--- src/rtl/countdown_timer.sv ---
// Purpose: M:SS down-counting timer with programmable step per tick, flags expiry at 0:00.
// Latency: all outputs registered; load/state changes visible one edge after the request.
// Backpressure: none; count=0 pauses the countdown and holds the prescaler in place.
module countdown_timer #(
  parameter int TICK_DIV = 1,
  parameter int DW       = 6
) (
  input  logic          clk,
  input  logic          reset,
  input  logic          load,
  input  logic          count,
  input  logic [DW-1:0] subtractor,
  input  logic [DW-1:0] load_minutes0,
  input  logic [DW-1:0] load_seconds1,
  input  logic [DW-1:0] load_seconds0,
  output logic [DW-1:0] minutes0,
  output logic [DW-1:0] seconds1,
  output logic [DW-1:0] seconds0,
  output logic          running,
  output logic          done
);

  // A one-bit prescaler is kept even when TICK_DIV=1 so the counter always has a legal width.
  localparam int PW = (TICK_DIV > 1) ? $clog2(TICK_DIV) : 1;

  typedef enum logic [1:0] {
    S_IDLE = 2'd0,
    S_HOLD = 2'd1,
    S_RUN  = 2'd2,
    S_DONE = 2'd3
  } state_e;

  state_e        state_q;
  logic [DW-1:0] min_q, sec1_q, sec0_q;
  logic [PW-1:0] presc_q;
  logic          running_q, done_q;

  logic [DW-1:0] ld_min_d, ld_sec1_d, ld_sec0_d;
  logic          ld_nz_d;
  logic [9:0]    t_cur, t_step, t_rem;
  logic          tick, expire;
  logic [DW-1:0] dec_min_d, dec_sec1_d, dec_sec0_d;
  logic [PW-1:0] presc_d;

  // Clamp loaded digits to a legal M:SS value; an all-zero value parks the timer in IDLE.
  always_comb begin
    ld_min_d  = (load_minutes0 > DW'(9)) ? DW'(9) : load_minutes0;
    ld_sec1_d = (load_seconds1 > DW'(5)) ? DW'(5) : load_seconds1;
    ld_sec0_d = (load_seconds0 > DW'(9)) ? DW'(9) : load_seconds0;
    ld_nz_d   = (ld_min_d != '0) || (ld_sec1_d != '0) || (ld_sec0_d != '0);
  end

  // Work in total seconds so the step can borrow across minute and tens boundaries freely.
  always_comb begin
    t_cur      = 10'(min_q) * 10'd60 + 10'(sec1_q) * 10'd10 + 10'(sec0_q);
    t_step     = 10'(subtractor);
    t_rem      = t_cur - t_step;
    expire     = (t_cur <= t_step);
    dec_min_d  = DW'(t_rem / 10'd60);
    dec_sec1_d = DW'((t_rem % 10'd60) / 10'd10);
    dec_sec0_d = DW'(t_rem % 10'd10);
    tick       = (presc_q == PW'(TICK_DIV - 1));
    presc_d    = tick ? '0 : presc_q + PW'(1);
  end

  // Control FSM: load wins over counting; running/done move on the same edge as the state.
  always_ff @(posedge clk or negedge reset) begin
    if (!reset) begin
      state_q   <= S_IDLE;
      min_q     <= '0;
      sec1_q    <= '0;
      sec0_q    <= '0;
      presc_q   <= '0;
      running_q <= 1'b0;
      done_q    <= 1'b0;
    end else if (load) begin
      min_q     <= ld_min_d;
      sec1_q    <= ld_sec1_d;
      sec0_q    <= ld_sec0_d;
      presc_q   <= '0;
      state_q   <= ld_nz_d ? S_HOLD : S_IDLE;
      running_q <= 1'b0;
      done_q    <= 1'b0;
    end else begin
      case (state_q)
        S_HOLD: begin
          // Entering RUN never ticks; the first tick is evaluated once state is RUN.
          if (count) begin
            state_q   <= S_RUN;
            running_q <= 1'b1;
          end
        end
        S_RUN: begin
          if (!count) begin
            // Pause keeps the prescaler phase so a resume continues mid-period.
            state_q   <= S_HOLD;
            running_q <= 1'b0;
          end else begin
            presc_q <= presc_d;
            if (tick && (subtractor != '0)) begin
              if (!expire) begin
                min_q  <= dec_min_d;
                sec1_q <= dec_sec1_d;
                sec0_q <= dec_sec0_d;
              end else begin
                // Saturate at 0:00 instead of wrapping.
                min_q     <= '0;
                sec1_q    <= '0;
                sec0_q    <= '0;
                state_q   <= S_DONE;
                running_q <= 1'b0;
                done_q    <= 1'b1;
              end
            end
          end
        end
        default: begin
          // IDLE and DONE ignore count; only load or reset leave them.
        end
      endcase
    end
  end

  assign minutes0 = min_q;
  assign seconds1 = sec1_q;
  assign seconds0 = sec0_q;
  assign running  = running_q;
  assign done     = done_q;

endmodule

--- config.mk ---
export PLATFORM = sky130hd
export DESIGN_NAME = countdown_timer
export DESIGN_NICKNAME = d
export VERILOG_FILES = /design/src/rtl/countdown_timer.sv
export SDC_FILE = /design/constraint.sdc
export NUM_CORES = 1
export LEC_CHECK = 0
export ABC_AREA = 1
export BUFFER_PORTS_ARGS = -buffer_cell sky130_fd_sc_hd__buf_4
export CAP_MARGIN = 5
export CORE_MARGIN = 1
export CORE_UTILIZATION = 60
export CTS_BUF_LIST = sky130_fd_sc_hd__clkbuf_16
export DETAILED_ROUTE_END_ITERATION = 10
export PLACE_DENSITY = 0.82
export SLEW_MARGIN = 20
export SYNTH_ARGS = -nofsm -noshare
export SYNTH_HDL_FRONTEND = slang
export SYNTH_SLANG_ARGS = --single-unit
--- constraint.sdc ---
create_clock -name clk -period 7.1 [get_ports clk]
set_clock_uncertainty 0.1 [all_clocks]
set_input_delay 0.71 -clock clk [delete_from_list [all_inputs] [get_ports clk]]
set_output_delay 0.71 -clock clk [all_outputs]
set_load 0.05 [all_outputs]
==> results of run 1 <==
## through the flow
step	std cells	hold slack, ns	setup TNS, ns	worst slack, ns
after floorplan	568	0.314	0	0.516
after global placement	688	0.369	0	0.450
after detailed placement	688	0.380	0	0.271
after CTS	691	0.249	0	0.225
after global routing	701	0.262	-0.0383	-0.0383
final	701	0.243	0	0.418
## cell type report
cell class              instances  area, µm²  area share, %
flip-flops and latches         22        552           12.5
inverters                     113        424           9.57
clock buffers                   3       75.1           1.69
multi-input cells             431       2860           64.5
repair buffers                 57        428           9.66
well taps                      75       93.8           2.12
## cell families after synthesis
family                     count (synthesis)
buffers and inverters                    115
and+or+nand+nor                          307
adders and majority gates                 51
AOI/OAI and AO/OA                         58
DFF                                       22
xor gates and xnor gates                  15
## flip-flops by register name, summed over array words and instances (netlist names)
register,flops
running,1
state_q,2
seconds1,6
done,1
minutes0,6
seconds0,6
## placed cells by master, fill, tap and decap left out, types with 16 or more instances in the layout
master	count
inv_1	90
buf_4	57
nor2_1	27
ha_1	34
nand3_1	54
dfrtp_1	21
nand2_2	28
inv_2	23
fa_1	16
a21oi_1	16
nand2_1	151
## how the worst max path moves through the flow
stage | from | end | cells after the start
after CTS | minutes0[2]$_DFFE_PN0P_ | seconds0[3]$_DFFE_PN0P_ | 40
after global routing | minutes0[2]$_DFFE_PN0P_ | seconds0[3]$_DFFE_PN0P_ | 40
after detailed placement | minutes0[0]$_DFFE_PN0P_ | seconds0[3]$_DFFE_PN0P_ | 40
final | minutes0[2]$_DFFE_PN0P_ | seconds0[3]$_DFFE_PN0P_ | 40
after floorplan | minutes0[0]$_DFFE_PN0P_ | seconds0[2]$_DFFE_PN0P_ | 40
after global placement | minutes0[2]$_DFFE_PN0P_ | seconds0[3]$_DFFE_PN0P_ | 40
## layer usage
layer	global-route usage [%]	wire, µm
met5	0	0
met4	8.39	147
met3	3.22	552
met2	54.3	4860
met1	37.6	4050
## repair_timing
item,CTS,global route
setup endpoints to repair,0,7
gates resized for setup,0,12
hold endpoints to repair,0,0
buffers inserted,0,10
==> results.yml, run 1 <==
run_status:
  outcome: "complete, no violations"
floorplan:
  die_h_um: 81.6
  core_mm2: 0.00603
  initial_core_util_pct: 63.0
  rows: 28
  die_area_mm2: 0.00665
  die_w_um: 81.6
  num_io_pins: 48
synth:
  yosysWarnings: 0
  synth_fa_ha_area_share_pct: 20.0
  synth_most_common_cell: "nand2_1"
  yosysTopAreaCellShare_pct: 15.0
  yosys_register_bits: 22
  synth_ff_type: "dfrtp_1"
  synth_area_leaders: "nand2_1 15%, dfrtp_1 14%, ha_1 12%, inv_1 9.2%, fa_1 8.4%"
  synth_xor_area_share_pct: 3.95
  synth-compound-area-share_pct: 9.52
  yosysSeqAreaShare_pct: 14.5
  synth_edf_count: 0
  ys_types: 43
  avgSynthCellArea_um2: 6.69
  syn-num-nets: 647
  synth_mux_area_share_pct: 0
  synth_top_family_by_area: "simple AND/OR/NAND/NOR gates"
  synth_common_cells: "152 x nand2_1, 93 x inv_1, 54 x nand3_1, 35 x ha_1, 29 x nand2_2"
  synth-simple-area-share_pct: 40.7
  syn_area_mm2: 0.00380
  ys_async_sr_fraction_pct: 100
  synthCells: 568
  yosysTopAreaCell: "nand2_1"
cts:
  cts.sinks: 22
  cts_tree: "done"
  clock_path_buffers: 2
  cts_max_level: 1
  holdBufCountCts: 0
  insertion_delay_ns: 0.25
  path_clk_slew_ns: 0.06
  cts-root-buf: "clkbuf_16"
  cts_made_buffers: 3
layout:
  antenna_cells: 0
  layout.nets: 707
  final_util_pct: 73.5
  area_growth_pct: 16.7
  final_area_mm2: 0.00443
  fill_cells: 495
  drive_gt1_share_pct: 24.3
critical_path:
  cpMostUsedCell: "nand2_2"
  rrSetupSlack_ns: 0.42
  cp-start-kind: "flip-flop"
  path_max_fanout: 6
  path_buf_inv: 5
  slowest_stage: "fa_1"
  cp.arrival_ns: 6.72
  r2r_start: "minutes0[2]$_DFFE_PN0P_"
  crit_type: "reg2reg"
  worst_path_largest_cell_delay_ns: 0.58
  worstPathRequired_ns: 7.14
  crit_path_end_kind: "flip-flop"
  crit_family: "adder cells"
  r2r_end: "seconds0[3]$_DFFE_PN0P_"
  rr_worst_depth: 40
sta:
  slew_viol_final: 0
  fin_crit_ns: 6.68
  period_share_pct: 94.1
  finalSetupViolations: 0
  tightest_slew_ns: 0.619
  hold_violations: 0
  max_clock_freq_mhz: 150
  slew_headroom_pct: 58.6
grt:
  grt_max_degree: 23
  grt_pass1_vias: 3534
  gr-total-overflow: 0
  grt_pass1_wl_um: 15600
  grt_antenna_before_repair: 0
  grt_use_total_pct: 30.1
worst_hold_path:
  holdCritPathClass: "in2async"
detailed_routing:
  first_iter_violations: 265
  wl_um: 9620
  drc: 0
  num_vias: 3863
  wl_per_cell_um: 13.7
  antenna_left: 0
  via_per_inst: 5.51
  dr.pass1.iters: 5
place:
  gp_congestion: 0.916
  place.detailed.hpwl_um: 7910
  dpl-instance-area_mm2: 0.00424
  portBuffers: 47
run:
  maxCapViolations: 0
Power of run 1 is not shown: default switching activity piles up to over one toggle a cycle in this logic, so the estimate is an artifact.
==> run 2, diff against run 1 <==
Settings changed: CORE_ASPECT_RATIO from default to 1.75.
==> results.yml, run 2 (synthesis results as in run 1) <==
grt:
  grt_max_degree: 23
  grt_pass1_wl_um: 15800
  grt_antenna_before_repair: 0
  grt_use_total_pct: 29.4
  gr-total-overflow: 0
  grt_pass1_vias: 3661
sta:
  setup_slack_ns: 0.458
  hold_ws_ns: 0.235
  tns_ns: 0
  finalSetupViolations: 0
  slew_headroom_pct: 55.2
  max_clock_freq_mhz: 151
  slew_viol_final: 0
  period_share_pct: 93.6
  tightest_slew_ns: 0.669
  hold_violations: 0
  fin_crit_ns: 6.64
cts:
  cts_made_buffers: 3
  cts-root-buf: "clkbuf_16"
  clock_path_buffers: 2
  insertion_delay_ns: 0.25
  cts_max_level: 1
  cts_tree: "done"
  holdBufCountCts: 0
  cts.sinks: 22
  path_clk_slew_ns: 0.06
critical_path:
  cpMostUsedCell: "nand2_2"
  cp-start-kind: "flip-flop"
  path_max_fanout: 6
  crit_path_end_kind: "flip-flop"
  crit_type: "reg2reg"
  worst_path_largest_cell_delay_ns: 0.60
  slowest_stage: "fa_1"
  cp.arrival_ns: 6.71
  worstPathRequired_ns: 7.17
detailed_routing:
  via_per_inst: 5.46
  num_vias: 3830
  first_iter_violations: 215
  wl_um: 9620
  wl_met2_um: 5350
  dr.pass1.iters: 4
  antenna_left: 0
  top_layer_used: "met4"
  drc: 0
  wl_per_cell_um: 13.7
  dr_wl_met3_um: 285
  routedLengthMet1_um: 3560
floorplan:
  num_io_pins: 48
  die_w_um: 62.1
  core_mm2: 0.00613
  die_area_mm2: 0.00666
  rows: 38
  die_h_um: 107
  initial_core_util_pct: 61.9
layout:
  antenna_cells: 0
  drive_gt1_share_pct: 23.3
  final_cell_mix: "152 x nand2_1, 90 x inv_1, 54 x nand3_1"
  final_util_pct: 71.4
  layout.nets: 701
  final_common_cell: "nand2_1"
  area_growth_pct: 15.3
  fill_cells: 530
run:
  maxCapViolations: 0
place:
  portBuffers: 47
  gp_congestion: 0.920
  place.detailed.hpwl_um: 8200
  pre_cts_slack_ns: 0.295
worst_hold_path:
  holdCritPathClass: "in2async"
run_status:
  outcome: "complete, no violations"
[run 2: path summary, 6_finish.rpt]
kind / from / to / slack, ns / cells past startpoint
max: minutes0[1]$_DFFE_PN0P_ / seconds0[5]$_DFFE_PN0P_ / 0.46 / 39
min: reset / running$_DFFE_PN0P_ / 0.23 / 1
max reg2reg: minutes0[1]$_DFFE_PN0P_ / seconds0[5]$_DFFE_PN0P_ / 0.46 / 39
min reg2reg: running$_DFFE_PN0P_ / running$_DFFE_PN0P_ / 0.39 / 2
max in group asynchronous: reset / minutes0[0]$_DFFE_PN0P_ / 6.43 / 1
min in group clk: running$_DFFE_PN0P_ / running$_DFFE_PN0P_ / 0.39 / 2
[run 2: final cells by class]
cell class | count | area, µm² | share of cell area [%]
Inverter | 113 | 424 | 9.69
Clock inverter | 1 | 3.75 | 0.0857
Clock buffer | 3 | 75.1 | 1.71
Timing Repair Buffer | 51 | 383 | 8.75
Tap cell | 80 | 100 | 2.29
Sequential cell | 22 | 552 | 12.6
Multi-Input combinational cell | 431 | 2840 | 64.9
[run 2: critical path, delay by kind of cell, from the launching register on]
family,cells,cell delay [ns]
AO/OA/AOI/OAI,3,0.42
buffers and inverters,5,0.39
flip-flops,1,0.41
XOR/XNOR,2,0.37
AND/OR/NAND/NOR,22,1.95
adder cells (fa/ha/maj),7,2.93
[run 2: what timing repair did]
item,in CTS,in global routing
setup endpoints to repair,0,7
gates resized for setup,0,9
setup buffers,0,4
[run 2: per-stage QoR]
stage	instances	cell area [µm²]
floorplan	568	3800
global placement	693	4240
detailed placement	693	4240
CTS	697	4320
global route	701	4380
finish	701	4380
[run 2: routing by layer]
layer  track usage (%)  up-vias
met4              12.8        0
met5                 0        -
met1              29.7     1785
li1                  -     1916
met3              2.66       34
met2              59.5       95
Power of run 2 is left out for the same reason.
==> run 3, diff against run 2 <==
Settings changed: PLACE_DENSITY 0.82 to 0.81.
==> results.yml, run 3 (synthesis results as in run 1) <==
grt:
  grt_max_degree: 23
  grt_pass1_vias: 3834
  grt_antenna_before_repair: 0
  grt_pass1_wl_um: 16600
  gr-total-overflow: 0
  grt_use_total_pct: 30.9
sta:
  tightest_slew_ns: 0.705
  setup_slack_ns: 0.494
  slew_headroom_pct: 52.8
  hold_violations: 0
  period_share_pct: 93.0
  finalSetupViolations: 0
  slew_viol_final: 0
  fin_crit_ns: 6.61
  max_clock_freq_mhz: 151
  hold_ws_ns: 0.233
layout:
  multi_input_area_mm2: 0.00283
  fill_cells: 524
  layout.nets: 699
  seqCellArea_um2: 552
  final_cell_mix: "152 x nand2_1, 90 x inv_1, 54 x nand3_1"
  area_growth_pct: 14.5
  final_common_cell: "nand2_1"
  antenna_cells: 0
  drive_gt1_share_pct: 23.1
detailed_routing:
  via_per_inst: 5.38
  wl_per_cell_um: 14.0
  antenna_left: 0
  dr.pass1.iters: 4
  num_vias: 3758
  drc: 0
  wl_um: 9770
  first_iter_violations: 210
critical_path:
  cp-start-kind: "flip-flop"
  cpMostUsedCell: "nand2_2"
  rrSetupSlack_ns: 0.49
  slowest_stage: "fa_1"
  path_max_fanout: 6
  crit_type: "reg2reg"
  worst_path_largest_cell_delay_ns: 0.57
  crit_path_end_kind: "flip-flop"
  worstPathRequired_ns: 7.14
  cp.arrival_ns: 6.65
floorplan:
  num_io_pins: 48
  rows: 38
  die_h_um: 107
  die_area_mm2: 0.00666
  die_w_um: 62.1
  initial_core_util_pct: 61.9
  core_mm2: 0.00613
cts:
  clock_path_buffers: 2
  cts_tree: "done"
  cts_max_level: 1
  path_clk_slew_ns: 0.06
  cts_made_buffers: 3
  holdBufCountCts: 0
  insertion_delay_ns: 0.25
  cts.sinks: 22
  cts-root-buf: "clkbuf_16"
run:
  maxCapViolations: 0
run_status:
  outcome: "complete, no violations"
place:
  place.detailed.hpwl_um: 8180
  portBuffers: 47
  pre_cts_slack_ns: 0.295
  gp_congestion: 0.946
worst_hold_path:
  holdCritPathClass: "in2async"
run 3: repair_timing:
item / in CTS / in global routing
resized for setup: 0 / 6
setup endpoints to repair: 0 / 7
buffers inserted: 0 / 2
run 3: cell type report:
| type | count | share of cell area (%) |
|---|---|---|
| Timing Repair Buffer | 49 | 8.46 |
| Sequential cell | 22 | 12.7 |
| Multi-Input combinational cell | 431 | 65.0 |
| Clock inverter | 1 | 0.0863 |
| Tap cell | 80 | 2.30 |
| Inverter | 113 | 9.76 |
| Clock buffer | 3 | 1.73 |
run 3: path summary, 6_finish.rpt:
| kind | from | to | cells past startpoint |
|---|---|---|---|
| setup / recovery | minutes0[0]$_DFFE_PN0P_ | seconds0[3]$_DFFE_PN0P_ | 40 |
| hold / removal | reset | running$_DFFE_PN0P_ | 1 |
| setup reg to reg | minutes0[0]$_DFFE_PN0P_ | seconds0[3]$_DFFE_PN0P_ | 40 |
| hold reg to reg | running$_DFFE_PN0P_ | running$_DFFE_PN0P_ | 2 |
| max in group asynchronous | reset | minutes0[0]$_DFFE_PN0P_ | 1 |
| min in group clk | running$_DFFE_PN0P_ | running$_DFFE_PN0P_ | 2 |
run 3: routing by layer:
metal	GRT usage, %	part of all wire, %	vias up
li1	-	-	1918
met1	31.1	37	1727
met2	62.0	55	82
met3	2.34	2.4	31
met4	15.0	4.9	0
met5	0	0	-
run 3: per-stage QoR:
stage / instance area (µm²) / utilization [%] / instances / setup TNS (ns)
2_1_floorplan: 3800 / - / 568 / 0
3_3_place_gp: 4240 / 69.2 / 693 / 0
3_5_place_dp: 4240 / 69.2 / 693 / 0
4_1_cts: 4320 / 70.5 / 697 / 0
5_1_grt: 4350 / 70.9 / 699 / -0.0293
6_report: 4350 / 70.9 / 699 / 0
run 3: critical path: cells and delay by family (launching register included):
| kind | cells | cell delay, ns |
|---|---|---|
| AOI/OAI and AO/OA | 4 | 0.63 |
| xor gates and xnor gates | 2 | 0.36 |
| adders and majority gates | 7 | 2.89 |
| buffers and inverters | 8 | 0.57 |
| DFF | 1 | 0.41 |
| and+or+nand+nor | 19 | 1.51 |
Power of run 3 is left out for the same reason.
